### config.mk
export PLATFORM = sky130hd
export DESIGN_NAME = minicpu_ctrl_flat
export DESIGN_NICKNAME = d
export VERILOG_FILES = /design/src/rtl/minicpu_ctrl_if.sv /design/src/rtl/minicpu_ctrl.sv /design/src/flat_wrapper.sv
export SDC_FILE = /design/constraint.sdc
export NUM_CORES = 1
export LEC_CHECK = 0
export BUFFER_PORTS_ARGS = -buffer_cell sky130_fd_sc_hd__buf_2
export CORE_MARGIN = 5
export CORE_UTILIZATION = 55
export DETAILED_ROUTE_END_ITERATION = 16
export PLACE_DENSITY = 0.81
export SLEW_MARGIN = 20
export SYNTH_ARGS = -nofsm -noshare
export SYNTH_HDL_FRONTEND = slang
export SYNTH_SLANG_ARGS = --single-unit
### constraint.sdc
create_clock -name clk -period 5.1 [get_ports clk]
set_input_delay 0.51 -clock clk [delete_from_list [all_inputs] [get_ports clk]]
set_output_delay 0.51 -clock clk [all_outputs]
set_load 0.005 [all_outputs]
### src/rtl/minicpu_ctrl_if.sv
// rtl/minicpu_ctrl_if.sv - MiniCPU controller instruction-memory and ALU bus
interface minicpu_ctrl_if #(
    parameter int PC_W = 6
);
    logic [PC_W-1:0] imem_addr;
    logic [15:0]     imem_rdata;
    logic [7:0]      alu_op_a;
    logic [7:0]      alu_op_b;
    logic [2:0]      alu_op;
    logic [7:0]      alu_result;
    logic            alu_zero;

    modport master (
        output imem_addr, alu_op_a, alu_op_b, alu_op,
        input  imem_rdata, alu_result, alu_zero
    );

    modport slave (
        input  imem_addr, alu_op_a, alu_op_b, alu_op,
        output imem_rdata, alu_result, alu_zero
    );
endinterface

### src/rtl/minicpu_ctrl.sv
// rtl/minicpu_ctrl.sv - MiniCPU fetch/decode/execute/writeback controller
// Optional retired-instruction counter: define MINICPU_PERF_CNT_EN.
module minicpu_ctrl #(
    parameter int PC_W = 6
) (
    input  logic          clk,
    input  logic          rst,
    input  logic          run,
    minicpu_ctrl_if.master bus,
    output logic          halted,
    output logic          illegal,
    output logic          retire,
    input  logic [1:0]    dbg_sel,
    output logic [7:0]    dbg_data,
    output logic [15:0]   perf_retired
);
    typedef enum logic [2:0] {
        S_FETCH,
        S_DECODE,
        S_EXEC,
        S_WB,
        S_HALT
    } state_t;

    state_t          state;
    state_t          state_nx;
    logic [PC_W-1:0] pc;
    logic [PC_W-1:0] pc_nx;
    logic [7:0]      rf [4];
    logic [15:0]     ir;
    logic [7:0]      res_q;
    logic            z_q;
    logic            illegal_q;

    logic [3:0] op;
    logic [1:0] rd;
    logic [1:0] rs;
    logic [1:0] rt;
    logic       wr_en;
    logic [7:0] wr_data;
    logic       op_undef;

    assign op = ir[15:12];
    assign rd = ir[11:10];
    assign rs = ir[9:8];
    assign rt = ir[7:6];

    always_comb begin
        wr_en    = (op <= 4'd4) || (op == 4'd6);
        wr_data  = (op == 4'd6) ? ir[7:0] : res_q;
        op_undef = (op >= 4'd8) && (op <= 4'hE);
        pc_nx    = pc + PC_W'(1);
        if (op == 4'd5) begin
            pc_nx = z_q ? ir[PC_W-1:0] : pc + PC_W'(1);
        end else if (op == 4'hF) begin
            // HALT leaves the PC parked on itself so imem_addr holds
            pc_nx = pc;
        end
    end

    always_comb begin
        state_nx = state;
        case (state)
            S_FETCH:  state_nx = S_DECODE;
            S_DECODE: state_nx = S_EXEC;
            S_EXEC:   state_nx = S_WB;
            S_WB:     state_nx = (op == 4'hF) ? S_HALT : S_FETCH;
            S_HALT:   state_nx = S_HALT;
            default:  state_nx = S_FETCH;
        endcase
    end

    always_comb begin
        bus.alu_op_a = 8'd0;
        bus.alu_op_b = 8'd0;
        bus.alu_op   = 3'b111;
        if (state == S_EXEC) begin
            bus.alu_op_a = rf[rs];
            bus.alu_op_b = rf[rt];
            bus.alu_op   = op[2:0];
        end
    end

    always_ff @(posedge clk) begin
        if (rst) begin
            state     <= S_FETCH;
            pc        <= '0;
            rf[0]     <= 8'd0;
            rf[1]     <= 8'd0;
            rf[2]     <= 8'd0;
            rf[3]     <= 8'd0;
            ir        <= 16'd0;
            res_q     <= 8'd0;
            z_q       <= 1'b0;
            illegal_q <= 1'b0;
        end else if (run) begin
            state <= state_nx;
            case (state)
                S_DECODE: ir <= bus.imem_rdata;
                S_EXEC: begin
                    res_q <= bus.alu_result;
                    z_q   <= bus.alu_zero;
                end
                S_WB: begin
                    if (wr_en) begin
                        rf[rd] <= wr_data;
                    end
                    if (op_undef) begin
                        illegal_q <= 1'b1;
                    end
                    pc <= pc_nx;
                end
                default: ;
            endcase
        end
    end

    assign bus.imem_addr = pc;
    assign halted        = (state == S_HALT);
    assign illegal       = illegal_q;
    // Masked by rst so a WB cycle that is being reset away never reports a retire
    assign retire        = run && !rst && (state == S_WB);
    assign dbg_data      = rf[dbg_sel];

`ifdef MINICPU_PERF_CNT_EN
    logic [15:0] perf_q;

    always_ff @(posedge clk) begin
        if (rst) begin
            perf_q <= 16'd0;
        end else if (retire && (perf_q != 16'hFFFF)) begin
            perf_q <= perf_q + 16'd1;
        end
    end

    assign perf_retired = perf_q;
`else
    assign perf_retired = 16'd0;
`endif
endmodule

### src/flat_wrapper.sv
// flat-port wrapper written by rule: the top's interface ports become plain ports
module minicpu_ctrl_flat 
#(
    parameter int PC_W = 6
)
  (clk, rst, run, halted, illegal, retire, dbg_sel, dbg_data, perf_retired, bus_imem_addr, bus_alu_op_a, bus_alu_op_b, bus_alu_op, bus_imem_rdata, bus_alu_result, bus_alu_zero);
  minicpu_ctrl_if #(.PC_W(PC_W)) bus_i ();
  input  logic clk;
  input  logic rst;
  input  logic run;
  output logic halted;
  output logic illegal;
  output logic retire;
  input  logic [1:0] dbg_sel;
  output logic [7:0] dbg_data;
  output logic [15:0] perf_retired;
  output wire logic [$bits(bus_i.imem_addr)-1:0] bus_imem_addr;
  output wire logic [$bits(bus_i.alu_op_a)-1:0] bus_alu_op_a;
  output wire logic [$bits(bus_i.alu_op_b)-1:0] bus_alu_op_b;
  output wire logic [$bits(bus_i.alu_op)-1:0] bus_alu_op;
  input wire logic [$bits(bus_i.imem_rdata)-1:0] bus_imem_rdata;
  input wire logic [$bits(bus_i.alu_result)-1:0] bus_alu_result;
  input wire logic [$bits(bus_i.alu_zero)-1:0] bus_alu_zero;
  assign bus_imem_addr = bus_i.imem_addr;
  assign bus_alu_op_a = bus_i.alu_op_a;
  assign bus_alu_op_b = bus_i.alu_op_b;
  assign bus_alu_op = bus_i.alu_op;
  assign bus_i.imem_rdata = bus_imem_rdata;
  assign bus_i.alu_result = bus_alu_result;
  assign bus_i.alu_zero = bus_alu_zero;
  minicpu_ctrl #(.PC_W(PC_W)) u_core (.clk(clk), .rst(rst), .run(run), .bus(bus_i), .halted(halted), .illegal(illegal), .retire(retire), .dbg_sel(dbg_sel), .dbg_data(dbg_data), .perf_retired(perf_retired));
endmodule
Word-level counts from Yosys, hierarchy flattened:

Memory sizes are Yosys's and may differ from the RTL's. A register that Yosys moved wholly into a read port is not among the register bits.
Index checks and enable logic that the tools add are counted.

* bits in registers: 35
* bits in latches: 0
* memory bits (writable): 32
* memory bits (read-only): 0
* input bits: 30
* output and inout bits: 52
* logic and storage cells: 53
* memories kept: 1

* $add $sub $neg: 1
* multiply operators: 0
* div/mod/pow operators: 0
* order comparisons: 3
* equality and inequality tests: 8
* shifts and indexed selects: 0
* mux-type cells: 23
* bitwise operators: 0
* reductions and logical operators: 11

Memories
* u_core.rf: depth 4, bits a word 8, read ports 3, clocked after memory_dff 2, wr ports 4, line minicpu_ctrl.sv:29 `logic [7:0] rf [4];`

Operator list (count)
* 2-to-1 mux 8 bit: 4
* 2-to-1 mux 6 bit: 3
* case mux 3 bit (5 select lines): 1
* 2-to-1 mux 2 bit: 5
* == test 4 x 3 -> 1 bit (second input constant): 2
* 2-to-1 mux 1 bit: 8
* OR reduction 8 bit: 1
* adder 6 x 1 -> 6 bit (second input constant): 1
* == test 3 x 2 -> 1 bit (second input constant): 2
* 2-to-1 mux 3 bit: 2
* AND reduction 3 bit: 2
* == test 4 bit (second input constant): 1
* >= comparator 4 bit (second input constant): 1
* <= comparator 4 x 3 -> 1 bit (second input constant): 1
* <= comparator 4 bit (second input constant): 1
* AND reduction 2 bit: 2
* == test 3 x 1 -> 1 bit (second input constant): 1
* == test 3 bit (second input constant): 1
* logical AND 1 bit: 3
* zero test 3 bit: 1
* != test 2 x 1 -> 1 bit (second input constant): 1
* zero test 1 bit: 1
* logical OR 1 bit: 1

Depth between registers and ports, before layout:

Gate-level depths: netlist of the first run.

* depth after elaboration: 9
* gate-level depth with buffers: 7
* mapped depth without buffers: 4

Least setup slack after synthesis of the first run:

Ideal clock, no wire load.

* path kind: input to register
* start: input port rst
* end: memory u_core.rf[1][0] (enable)
* setup time: 0.329 ns
* arrival time: 2.069 ns
* data required time: 4.771 ns
* slack: 2.702 ns
* cell stages on the path: 6
* path buffers: 3
* cell sequence: clkbuf_1 or4_4 buf_6 or3b_1 buf_6 nand2_1

RTL lines
* start: declaration: line flat_wrapper.sv:9 `input logic rst;`
* end: declaration: line minicpu_ctrl.sv:29

==> summary.md, run 1 <==
| Metric | Value |
|---|---|
| Worst Hold Class | `input port to flip-flop` |
| DRC | `0` |
| Clock network fraction of total power | `33.4%` |
| Crit path max-delay family | `simple AND/OR/NAND/NOR gates` |
| Largest net degree at the start of global routing | `38` |
| Maxcap violations | `0` |
| Tightest Pin Transition | `0.966 ns` |
| Post-Syn Area | `0.00365 mm^2` |
| Initial core utilization | `between 50% and 60%` |
| Total CTS buffers | `9` |
| Final period utilization | `49.5%` |
| Wirelength per Cell | `between 15 and 20 um` |
| Met2 usage | `34.1%` |
| CTS sink cnt | `71` |
| Async SR Flop Fraction | `0%` |
| Post-Route Setup TNS | `0 ns` |
| Fmax | `around 400 MHz` |
| DR vias | `2654` |
| Synth Instances | `343` |
| #FFs+latches synth | `71` |
| Initial antenna violation count | `0` |
| Top FF cell, synth | `dfxtp_1` |
| # rows | `29` |
| IO Port Bufs | `65` |
| Reg2reg path depth | `4` |
| Area fraction of the dominant cell type after synthesis | `between 20% and 30%` |
| Nets | `429` |
| Post-synth EDFFs | `32` |
| GR Overflow Total | `0` |
| Synth area leader | `edfxtp_1` |
| CP max stage cell | `or3b_1` |
| Post_cts resized | `0` |
| Setup bufs post-CTS | `0` |
| Kind of start point of the critical path | `flip-flop` |
| Adder-cell share of the synthesized area | `less than 1%` |
| Post-route ant nets | `0` |
| Beginning of the critical path | `u_core.state[1]` |
| Endpoints failing setup | `0` |
| Status | `finished, final reports clean` |
| Fillers | `535` |
| Drt pass-1 iters | `4` |
| Critical Path, Cell by Cell | `nand4b_4 -> or4_4 -> or3b_1 -> nand2_1` |
| Post-DP HPWL | `6100 um` |
| CTS Hold Bufs | `0` |
| H-tree depth | `3` |
| Antenna Diode Count | `0` |
| Top post-synthesis cells by area | `edfxtp_1, dfxtp_1, mux4_2` |
| Met3 track demand over resource | `2.89%` |
| Grt met1 use | `24.9%` |
| Power Internal | `0.834 mW` |
| Vias/cell | `5.53` |
| Peak VDD IR | `0.191 mV` |
| Largest family of logic cells by synthesized area | `simple AND/OR/NAND/NOR gates` |
| Post-route clock skew | `0.00565 ns` |
| Clock slew at reported path FFs | `about 0.07 ns` |
| GPL Wtd Cong | `about 0.85` |
| Worst setup endpoint | `u_core.rf[1][0]` |
| Num ports | `82` |
| Syn_area_per_cell | `about 11 um^2` |
| CTS root buf | `clkbuf_8` |
| Complex-gate fraction of the synthesized area | `6.65%` |
| Clock Latency Late Sink | `0.34 ns` |
| Max incr delay on CP | `0.59 ns` |
| Worst R2R End | `u_core.rf[1][0]` |
| Comb pwr share | `9.2%` |
| Buf/Inv on CP | `0` |
| Die Ht | `91.5 um` |
| Layout cells sized above 1 | `29.0%` |
| Pleak | `1.54 nW` |
| Die area | `0.00837 mm^2` |
| Setup crit end kind | `flip-flop` |
| Levels on crit path | `4` |
| Sequential fraction of design power | `57.5%` |
| Core area | `0.00642 mm^2` |
| Global-route usage over all layers | `20.0%` |
| Setup CP Type | `flip-flop to flip-flop` |
| Simple-gate area share of the yosys netlist | `20.4%` |
| Drt first-iter violations | `196` |
| Minimum clock period | `between 2 and 3 ns` |
| Power Dens Cells | `approximately 270 mW/mm^2` |
| WP data arrival | `2.53 ns` |
| Area share of xor/xnor cells in the synthesized design | `0%` |
| Synthesis warning total | `0` |
| Area added between synthesis and finish | `11.5%` |
| Mux cell area share after synthesis | `18.4%` |
| CTS tree | `done` |
| R2r setup slk | `2.58 ns` |
| Clock buffer depth | `2` |
| Post-Route WL | `8000 um` |
| Global-route wire length before repair | `~13000 um` |
| Final Hold Vio Count | `0` |
| Sequential fraction of the synthesis area | `a little under half` |
| Critical R2R Launch | `u_core.state[1]` |
| Synth cell types | `45` |
| Sw frac | `24.3%` |
| Die W | `91.5 um` |
| RSZ-0062 raised after global routing | `no` |
| GRT Max-Usage Layer | `met2` |
| Max FO, Critical Path | `11` |
| Core Util, Final | `roughly 63%` |
| NetSw | `0.267 mW` |
| Vias in the first global route | `2674` |
| CP required | `5.11 ns` |
| Slew Limit Fails | `0` |
| Slew HR | `around a third` |
power groups by stage:
stage	logic, mW	registers [mW]	clock network (mW)
after detailed placement	0.101	0.645	0
final	0.101	0.633	0.367
after CTS	0.102	0.633	0.375
after global routing	0.113	0.636	0.395
after global placement	0.0985	0.643	0
after floorplan	0.0848	0.632	0
final cells by class:
| cell class | count | area, um^2 | share of cell area, % |
|---|---|---|---|
| multi-input combinational | 247 | 1730 | 42.6 |
| tap | 77 | 96.3 | 2.37 |
| clock buffer | 11 | 131 | 3.23 |
| sequential | 71 | 1740 | 42.8 |
| clock inverter | 5 | 25.0 | 0.615 |
| inverter | 3 | 11.3 | 0.277 |
| timing repair buffer | 66 | 333 | 8.17 |
cell usage after synthesis (2+ instances only):
cell      count
a21oi_1      32
and2b_1       2
buf_1         4
buf_4        18
buf_6         2
clkbuf_1     12
dfxtp_1      39
edfxtp_1     32
inv_1         3
mux2i_1      12
mux4_2       24
nand2_1      58
nand2b_1      3
nand3_1       3
nand3b_1      2
nand4_1       2
nor2_1       37
nor2_2        7
nor2b_1      18
o21ai_0       3
or3_1         5
or3b_1        2
sequential cells by signal (all words and copies together), names as in the netlist, named ones only:
register and cells:
u_core.rf 32, u_core.ir 16, u_core.res_q 8, u_core.bus.imem_addr 6, u_core.state 3, u_core.illegal 1, u_core.z_q 1
worst min-delay path by stage:
stage               depth (start not counted)               to               start  slack [ns]
CTS                                         3    u_core.ir[13]  bus_imem_rdata[13]        0.39
finish                                      3  u_core.res_q[4]   bus_alu_result[4]        0.40
detailed placement                          2  u_core.res_q[0]     u_core.res_q[0]        0.45
global placement                            2  u_core.res_q[1]     u_core.res_q[1]        0.44
global route                                3  u_core.res_q[4]   bus_alu_result[4]        0.40
floorplan                                   2  u_core.res_q[0]     u_core.res_q[0]        0.44
worst min-delay path, stage by stage:
cell	delay (ns)
buf_2	0.09
nand2_1	0.04
a21oi_1	0.05
per-stage QoR:
stage	power (mW)	setup slack, ns	instances	hold WS, ns	cell area [um^2]
2_1_floorplan	0.717	2.70	358	0.436	3710
4_1_cts	1.11	2.58	480	0.392	4070
3_5_place_dp	0.747	2.35	464	0.449	3920
3_3_place_gp	0.742	2.40	464	0.441	3920
5_1_grt	1.14	2.44	480	0.405	4070
6_report	1.10	2.58	480	0.404	4070
cell usage in the layout (no fill, tap or decap), types with 2 or more instances in the layout:
cell type,Yosys,final
o21ai_0,3,3
clkbuf_8,0,9
clkinv_2,0,2
clkbuf_1,12,2
buf_2,1,65
a21oi_1,32,32
nand3b_1,2,2
or3b_1,2,2
and2b_1,2,2
or3_1,5,5
mux4_2,24,24
edfxtp_1,32,32
nand2_1,58,58
nand3_1,3,3
dfxtp_1,39,39
nand4_1,2,2
conb_1,1,16
clkinv_1,0,2
nor2_1,37,37
nand2b_1,3,3
inv_1,3,3
mux2i_1,12,12
nor2b_1,18,18
nor2_2,7,7
cells by family after synthesis:
| group | count (synthesis) |
|---|---|
| fa+ha+maj | 1 |
| flops | 71 |
| mux | 37 |
| compound gates | 43 |
| buf+inv | 40 |
| simple gates | 150 |
| other cells | 1 |
layer usage:
metal	up-vias	part of all wire [%]
met2	86	50
met4	0	1.6
li1	1290	-
met3	10	4.8
met1	1268	43
met5	-	0
Power figures use the tool's default switching activity.
==> run 2, diff against run 1 <==
--- a/config.mk
+++ b/config.mk
@@ -7,9 +7,9 @@
 export LEC_CHECK = 0
 export BUFFER_PORTS_ARGS = -buffer_cell sky130_fd_sc_hd__buf_2
 export CORE_MARGIN = 5
-export CORE_UTILIZATION = 55
+export CORE_UTILIZATION = 54
 export DETAILED_ROUTE_END_ITERATION = 16
-export PLACE_DENSITY = 0.81
+export PLACE_DENSITY = 0.8
 export SLEW_MARGIN = 20
 export SYNTH_ARGS = -nofsm -noshare
 export SYNTH_HDL_FRONTEND = slang
==> constraint.sdc (replaced) <==
create_clock -name clk -period 2.4 [get_ports clk]
set_input_delay 0.24 -clock clk [delete_from_list [all_inputs] [get_ports clk]]
set_output_delay 0.24 -clock clk [all_outputs]
set_load 0.005 [all_outputs]
==> summary.md, run 2 (same netlist as run 1, synthesis figures left out) <==
| Metric | Value |
|---|---|
| Die area | `0.00851 mm^2` |
| Reg2reg path depth | `4` |
| Worst Setup Slack post-DPL | `0.147 ns` |
| Peak VDD IR | `0.368 mV` |
| Comb pwr share | `approximately 9.0%` |
| Minimum clock period | `2.27 ns` |
| Die Ht | `92.2 um` |
| Worst Hold Margin | `0.133 ns` |
| Most frequent cells in the layout | `buf_2, nand2_1, dfxtp_1` |
| Post-Route WL | `7760 um` |
| Total CTS buffers | `9` |
| Endpoints failing setup | `0` |
| GPL Wtd Cong | `0.820` |
| CTS tree | `done` |
| # rows | `30` |
| Biggest register | `u_core.rf` |
| Tot Pwr | `2.47 mW` |
| WP data arrival | `2.28 ns` |
| Max incr delay on CP | `0.58 ns` |
| Slew HR | `55.2%` |
| Max FO, Critical Path | `11` |
| Initial core utilization | `54.7%` |
| Tightest Pin Transition | `0.669 ns` |
| Area of the multi-input gates | `0.00173 mm^2` |
| DR vias | `2712` |
| CTS Hold Bufs | `0` |
| Die W | `92.2 um` |
| Area added between synthesis and finish | `14.3%` |
| Post-DP HPWL | `5930 um` |
| Power Dens Cells | `between 500 and 600 mW/mm^2` |
| Largest net degree at the start of global routing | `37` |
| Sequential cell area | `roughly 0.0017 mm^2` |
| Post-route ant nets | `0` |
| Clock buffer depth | `2` |
| Final period utilization | `94.5%` |
| Clock network fraction of total power | `36.7%` |
| Beginning of the critical path | `u_core.state[1]` |
| Clock Latency Late Sink | `0.34 ns` |
| Post-Route Setup TNS | `0 ns` |
| Setup crit end kind | `flip-flop` |
| Pleak | `approximately 1.6 nW` |
| Worst Hold Class | `input port to flip-flop` |
| Critical R2R Launch | `u_core.state[1]` |
| Largest regs | `u_core.rf: 32 flops, u_core.ir: 16 flops, u_core.res_q: 8 flops` |
| Setup CP Type | `flip-flop to flip-flop` |
| Drt pass-1 iters | `4` |
| Fmax | `between 400 and 500 MHz` |
| Vias/cell | `5.52` |
| Initial antenna violation count | `0` |
| Hold Path Origin | `bus_imem_rdata[11]` |
| Core area | `0.00668 mm^2` |
| DRC | `0` |
| Global-route wire length before repair | `12500 um` |
| Setup bufs post-CTS | `0` |
| Wirelength per Cell | `approximately 16 um` |
| Most common cell after layout, fill and taps aside | `buf_2` |
| Sequential fraction of design power | `54.3%` |
| Final setup margin | `0.131 ns` |
| NetSw | `0.574 mW` |
| Antenna Diode Count | `0` |
| H-tree depth | `3` |
| Max reg flops | `32` |
| Placed cell area | `0.00398 mm^2` |
| Maxcap violations | `0` |
| Post-route clock skew | `0.00557 ns` |
| CP required | `2.41 ns` |
| Status | `finished, final reports clean` |
| Layout cells sized above 1 | `31.1%` |
| Worst setup endpoint | `u_core.rf[1][4]` |
| Vias in the first global route | `about 2600` |
| Post_cts resized | `0` |
| Slew Limit Fails | `0` |
| IO Port Bufs | `65` |
| R2r setup slk | `0.13 ns` |
| RSZ-0062 raised after global routing | `no` |
| Power Internal | `1.90 mW` |
| Nets | `437` |
| CTS root buf | `clkbuf_8` |
| Fillers | `524` |
| Critical Path, Cell by Cell | `nand4b_4 -> or4_4 -> or3b_1 -> nand2_1` |
| Post-route cell area | `0.00417 mm^2` |
| Kind of start point of the critical path | `flip-flop` |
| Sw frac | `23.2%` |
| Worst R2R End | `u_core.rf[1][4]` |
| CTS sink cnt | `between 70 and 80` |
| Clock slew at reported path FFs | `0.07 ns` |
| Final Hold Vio Count | `0` |
| GR Overflow Total | `0` |
| Num ports | `82` |
| CP max stage cell | `or4_4` |
| Global-route usage over all layers | `a little under a fifth` |
| Drt first-iter violations | `approximately 170` |
## run 2: cell count changes in the layout (fill, tap and decap cells not counted)
| cell | delta |
|---|---|
| buf_4 | +8 |
| clkbuf_8 | +4 |
| clkinv_1 | -2 |
| clkbuf_1 | -1 |
| clkinv_2 | -1 |
## run 2: routing by layer
| layer | track usage [%] | vias up | wire [um] |
|---|---|---|---|
| met5 | 0 | - | 0 |
| met4 | 7.92 | 0 | 172 |
| met3 | 4.02 | 18 | 524 |
| met2 | 29.9 | 110 | 3630 |
| met1 | 25.3 | 1279 | 3440 |
| li1 | - | 1305 | - |
## run 2: final cells by class
type                            count  area share [%]
Timing Repair Buffer               74            9.41
Clock inverter                      2           0.300
Tap cell                           80            2.40
Clock buffer                       14            4.38
Inverter                            3           0.270
Sequential cell                    71            41.7
Multi-Input combinational cell    247            41.5
## run 2: through the flow
| stage | utilization [%] | instances |
|---|---|---|
| 2_1_floorplan | - | 358 |
| 3_3_place_gp | 59.6 | 475 |
| 3_5_place_dp | 59.6 | 475 |
| 4_1_cts | 62.5 | 491 |
| 5_1_grt | 62.5 | 491 |
| 6_report | 62.5 | 491 |
## run 2: worst min-delay path by stage
stage	to	cells after the start
final	u_core.ir[11]	3
after global routing	u_core.ir[10]	3
after CTS	u_core.res_q[5]	3
after detailed placement	u_core.res_q[6]	2
after global placement	u_core.res_q[0]	2
after floorplan	u_core.res_q[0]	2
## run 2: worst max-delay path, delay by kind of cell (launching register included)
family           cells  cell delay (ns)
DFF                  1             0.51
and+or+nand+nor      4             1.44
## run 2: power groups by stage
stage	clock, mW	combinational, mW	sequential, mW
6_report	0.908	0.221	1.34
5_1_grt	0.967	0.247	1.35
4_1_cts	0.918	0.223	1.34
3_5_place_dp	0	0.222	1.37
3_3_place_gp	0	0.216	1.36
2_1_floorplan	0	0.180	1.34
